## config.mk

```make
export PLATFORM = sky130hd
export DESIGN_NAME = bit_incrementer_counter
export DESIGN_NICKNAME = d
export VERILOG_FILES = /design/src/rtl/bit_incrementer_counter.sv
export SDC_FILE = /design/constraint.sdc
export NUM_CORES = 1
export LEC_CHECK = 0
export ABC_AREA = 1
export CAP_MARGIN = 20
export CORE_MARGIN = 2
export CORE_UTILIZATION = 30
export CTS_BUF_LIST = sky130_fd_sc_hd__clkbuf_16
export CTS_CLUSTER_SIZE = 30
export DETAILED_ROUTE_END_ITERATION = 8
export HOLD_SLACK_MARGIN = 0.02
export SYNTH_ARGS = -nofsm -noshare
export SYNTH_HDL_FRONTEND = slang
export SYNTH_SLANG_ARGS = --single-unit
```

## constraint.sdc

```tcl
create_clock -name clk -period 3.1 [get_ports clk]
set_clock_uncertainty 0.2 [all_clocks]
set_input_delay 0.62 -clock clk [delete_from_list [all_inputs] [get_ports clk]]
set_output_delay 0.62 -clock clk [all_outputs]
set_load 0.05 [all_outputs]
```

## src/rtl/bit_incrementer_counter.sv

```systemverilog
`default_nettype none
// +----------------------------------------------------------------------+
// | bit_incrementer_counter: loadable up-counter that runs to a limit,   |
// | with a one-cycle carry pulse on each rollover.    Rev 1.0            |
// +----------------------------------------------------------------------+
module bit_incrementer_counter #(
  parameter int WIDTH = 4
) (
  input  logic             clk,
  input  logic             reset_b,
  input  logic             start,
  input  logic [WIDTH-1:0] din,
  input  logic [WIDTH-1:0] limit,
  input  logic             inc,
  output logic [WIDTH-1:0] count,
  output logic             c,
  output logic             busy,
  output logic             done
);

  typedef enum logic [1:0] {
    S_IDLE = 2'd0,
    S_RUN  = 2'd1,
    S_DONE = 2'd2
  } state_t;

  state_t r_state;

  // Sum is one bit wider so its MSB is the rollover carry.
  logic [WIDTH:0] w_sum;
  assign w_sum = {1'b0, count} + {{WIDTH{1'b0}}, 1'b1};

  always_ff @(posedge clk or negedge reset_b) begin
    if (!reset_b) begin
      r_state <= S_IDLE;
      count   <= '0;
      c       <= 1'b0;
      busy    <= 1'b0;
      done    <= 1'b0;
    end else begin
      c <= 1'b0;
      if (start) begin
        r_state <= S_RUN;
        count   <= din;
        busy    <= 1'b1;
        done    <= 1'b0;
      end else begin
        case (r_state)
          S_IDLE: ;
          S_RUN: begin
            // Limit check wins over increment on the same edge.
            if (count == limit) begin
              r_state <= S_DONE;
              busy    <= 1'b0;
              done    <= 1'b1;
            end else if (inc) begin
              count <= w_sum[WIDTH-1:0];
              c     <= w_sum[WIDTH];
            end
          end
          S_DONE: ;
          default: begin
            r_state <= S_IDLE;
            busy    <= 1'b0;
            done    <= 1'b0;
          end
        endcase
      end
    end
  end

endmodule
`default_nettype wire

```

### Word-level counts from Yosys, hierarchy flattened

Cells that the tools add are included.

| storage, ports and cells | value |
|---|---|
| logic and storage cells | 35 |
| input bits | 12 |
| bits in registers | 9 |

| cells by class | value |
|---|---|
| reduce and logical (&&, ||, !) cells | 6 |
| muxes and demuxes | 17 |
| add/sub/neg operators | 1 |
| equality and inequality tests | 6 |

Operators by type and width:

| cell | count |
|---|---|
| $mux W4 | 4 |
| $mux W1 | 8 |
| $add A4 B1 Y5 const B | 1 |
| $eq A4 B4 Y1 | 1 |
| $mux W2 | 2 |
| $pmux W1 S2 | 2 |
| $pmux W2 S2 | 1 |
| $reduce_bool A2 Y1 | 2 |
| $ne A3 B3 Y1 const B | 1 |
| $reduce_and A3 Y1 | 1 |
| $eq A2 B1 Y1 const B | 1 |
| $eq A2 B2 Y1 const B | 1 |
| $logic_not A2 Y1 | 1 |
| $ne A2 B1 Y1 const B | 1 |
| $ne A2 B2 Y1 const B | 1 |
| $reduce_and A2 Y1 | 1 |
| $reduce_or A2 Y1 | 1 |

### Depth between registers and ports, before layout

| logic depth | value |
|---|---|
| depth after elaboration | 5 |
| depth in mapped cells | 9 |
| depth with buffers taken out | 9 |

### Worst setup path before layout

Ideal clock, no wire load.

| path | value |
|---|---|
| path kind | register to register |
| start point | register count[3] |
| end point | register count[0] |
| arrival | 1.303 ns |
| setup slack | 1.478 ns |
| required time | 2.781 ns |
| cell stages (with the launch flop) | 10 |
| setup time | 0.119 ns |
| path through | dfrtp_1 -> inv_1 -> nand2_1 -> nand2_1 -> nor2_4 -> nand2_2 -> nand2_4 -> nand2_4 -> nand2_1 -> nand2_1 |

| on the way | value |
|---|---|
| cells in the longest elaborated chain, start to end | 3 |

Ends and longest elaborated chain:

| element | line | RTL |
|---|---|---|
| from (decl) | 15 | `output logic [WIDTH-1:0] count,` |
| from (signal assigned) | 44 | `count <= din;` |
| from (signal assigned) | 57 | `count <= w_sum[WIDTH-1:0];` |
| $eq A4 B4 Y1 | 52 | `if (count == limit) begin` |
| $ne A2 B2 Y1 (no line) | -- |  |
| $reduce_and A3 Y1 (no line) | -- |  |

Every way passes these cells.
A chain may end at the register's enable or synchronous reset.

### Worst setup path after layout

| path | value |
|---|---|
| start point | register count[2] |
| end point | output count[2] |

No word-level cell between the ends.

==> metrics <==
Reg-to-Reg Start count[1]; routed wire length 1160 microns; setup repair after global routing missed its margin false; Hold EP done; core box area 1510 sq um; crit end category output pin; maximum fanout along the worst path 7; Core Rows 14; post-synthesis average cell area 6.65 sq um; largest net degree at the start of global routing 10; antenna violations before repair 0; pwr/cell area 696 nW/um^2; remaining max-slew budget at the tightest pin 0.669; cells along the critical path clkdlybuf4s50_1; number of clock sinks 7; post-synthesis cell type with the largest combined area sky130_fd_sc_hd__dfrtp_1; setup slack of the critical path after layout 728 ps; highest attainable clock frequency 422 MHz; Compound-Gate Fraction of Synth Area 0.0412; global-route wire length before repair 1960 microns; iteration-0 DRC count of the detailed router 4; clock tree from TritonCTS done; post-CTS clock slew at the launch and capture registers of the worst setup and hold paths 40 ps; total routing usage reported by global routing 0.143; htree depth 1; fraction of layout cells with a size suffix above 1 0.117; static leakage 0.399 nW; largest family of logic cells by synthesized area simple AND/OR/NAND/NOR gates; Post-DP Area 682 sq um; half-perimeter wire length after detailed placement 827 microns; Syn Nets 86; data required time of the critical path 2280 ps; result of the run finished clean; crit-path leading delay family buffers and inverters; Final Cycle Share 0.765; tightest hold margin 329 ps; distinct cell type count of the synthesized netlist 17; cell at the root of the clock tree sky130_fd_sc_hd__clkbuf_16; capturing point of the worst reg2reg path count[0]; Total Negative Setup Slacks 0 ps; post-synthesis cell area 485 sq um; data arrival time of the worst path 1550 ps; share of synthesized flip-flops with an asynchronous set or reset 1.00; Detail Route Antenna Nets 0; pre-CTS WS 976 ps; number of max-slew violations in the final report 0; Hold-fix buffers, CTS 0; most frequent cell after synthesis sky130_fd_sc_hd__nand2_1; Post-synth EDFFs 0; Post-synth top cells sky130_fd_sc_hd__nand2_1 (29), sky130_fd_sc_hd__inv_1 (10), sky130_fd_sc_hd__nand3_1 (8); DR DRC count 0; xor-xnor portion of the synthesized cell area 0.0180; Area contributors post-synth sky130_fd_sc_hd__dfrtp_1 (36%), sky130_fd_sc_hd__nand2_1 (22%), sky130_fd_sc_hd__nand3_1 (8.2%); path category of the worst min-delay check reg -> reg; Clk Latency, worst-skew pair 230 ps; classification of the worst setup path reg -> out; Slew @ Worst Pin 495 ps; setup fix buffers added after clock tree synthesis 0; WL/cell 10.5 microns; setup slack on the worst flop-to-flop path 1660 ps; area fraction of the dominant cell type after synthesis 0.361; weighted congestion at the end of routability-driven global placement 0.757; slowest cell on the critical path sky130_fd_sc_hd__clkdlybuf4s50_1; number of storage elements in the synthesis netlist 7; via count of the first global-routing pass 475; Worst Hold Launch done; final design instance area without fill 761 sq um; worst hold stages 2; vias after detailed routing 506; effective utilization at floorplan 0.322; length in cells of the worst reg-to-reg path 9; predominant post-synthesis flop cell sky130_fd_sc_hd__dfrtp_1; WP buf/inv 1; # setup viols final 0; multiplexer share of the synthesized area 0; Die X-Extent 44.2 microns; delay contributed by the slowest stage of the critical path 850 ps; Port Buffer Count 18; post-route insts no fill 110; number of nets at the end of the flow 108; Initial DRT Pass Iterations 4; highest ir drop seen on vdd 0.000444 V; Area growth syn-to-layout 56.7%; cell count after placement 106; cell count after synthesis 73; fraction of the mapped netlist area in simple logic gates 0.454; aggregate global routing overflow 0; count of inserted antenna diode cells 0; number of endpoints with negative hold slack in the final report 0; number of CTS-inserted buffers 3; type of origin of the critical path register; Die Area 1960 sq um; sequential cell area fraction in the yosys report 0.361; Vias/cell 4.60; Max Cap Violations 0; Synth Area in Adders 0.0258; Gates resized, CTS repair 0; Clock Tree Buf Depth 2; warnings from Yosys 0; number of primary I/O pins 19; time the final worst path needs with I/O delays and setup 2370 ps; vertical die dimension 44.2 microns
-- kinds of logic after synthesis --
family,Yosys count
adder cells (fa/ha/maj),1
flip-flops,7
AND/OR/NAND/NOR,47
buffers and inverters,13
AO/OA/AOI/OAI,4
XOR/XNOR,1
-- metal layers --
layer	up-vias	routed length, microns	GRT usage	part of all wire
li1	263	-	-	-
met1	227	546	0.175	0.47
met2	14	525	0.212	0.45
met3	2	63	0.0408	0.055
met4	0	20	0.109	0.017
met5	-	0	0	0
-- report_power, final --
group	internal [mW]	switching, mW	total (mW)	leakage, nW
Combinational	0.0693	0.111	0.180	0.269
Sequential	0.106	0.0242	0.130	0.0880
Clock	0.168	0.0514	0.219	0.0423
-- layout make-up --
| cell class | instances | area (sq um) |
|---|---|---|
| Tap cell | 16 | 20.0 |
| Timing Repair Buffer | 18 | 180 |
| Fill cell | 154 | 746 |
| Clock buffer | 3 | 75.1 |
| Multi-Input combinational cell | 53 | 262 |
| Sequential cell | 7 | 175 |
| Clock inverter | 1 | 3.75 |
| Inverter | 12 | 45.0 |
-- worst max path at each step --
stage	from	end	slack [ps]	cells past startpoint
6_report	count[2]	count[2]	730	1
2_1_floorplan	count[3]	count[0]	1480	9
3_5_place_dp	count[2]	count[2]	980	1
3_3_place_gp	count[1]	count[1]	990	1
5_1_grt	count[0]	count[0]	660	1
4_1_cts	count[2]	count[2]	720	1
-- sequential cells by signal (all words and copies together) (netlist names) --
register,count
done,1
count,4
c,1
r_state,1
-- per-stage QoR --
step / utilization / power (mW)
5_1_grt: 0.505 / 0.560
2_1_floorplan: - / 0.250
6_report: 0.505 / 0.530
3_5_place_dp: 0.453 / 0.311
4_1_cts: 0.505 / 0.536
3_3_place_gp: 0.453 / 0.309
-- cell usage in the layout (no fill, tap or decap) --
cell type	synthesis	routed
sky130_fd_sc_hd__clkbuf_16	0	3
sky130_fd_sc_hd__clkdlybuf4s50_1	0	18
sky130_fd_sc_hd__dfrtp_1	7	7
sky130_fd_sc_hd__ha_1	1	1
sky130_fd_sc_hd__inv_1	10	11
sky130_fd_sc_hd__inv_2	2	2
sky130_fd_sc_hd__nand2_1	29	29
sky130_fd_sc_hd__nand2_2	2	2
sky130_fd_sc_hd__nand2_4	2	2
sky130_fd_sc_hd__nand3_1	8	8
sky130_fd_sc_hd__nor2_1	2	2
sky130_fd_sc_hd__nor2_2	1	1
sky130_fd_sc_hd__nor2_4	1	1
sky130_fd_sc_hd__nor3_1	1	1
sky130_fd_sc_hd__o21ai_0	3	3
sky130_fd_sc_hd__o21ai_1	1	1
sky130_fd_sc_hd__or2_1	1	1
sky130_fd_sc_hd__xnor2_1	1	1
(Power assumes the default switching activity.)
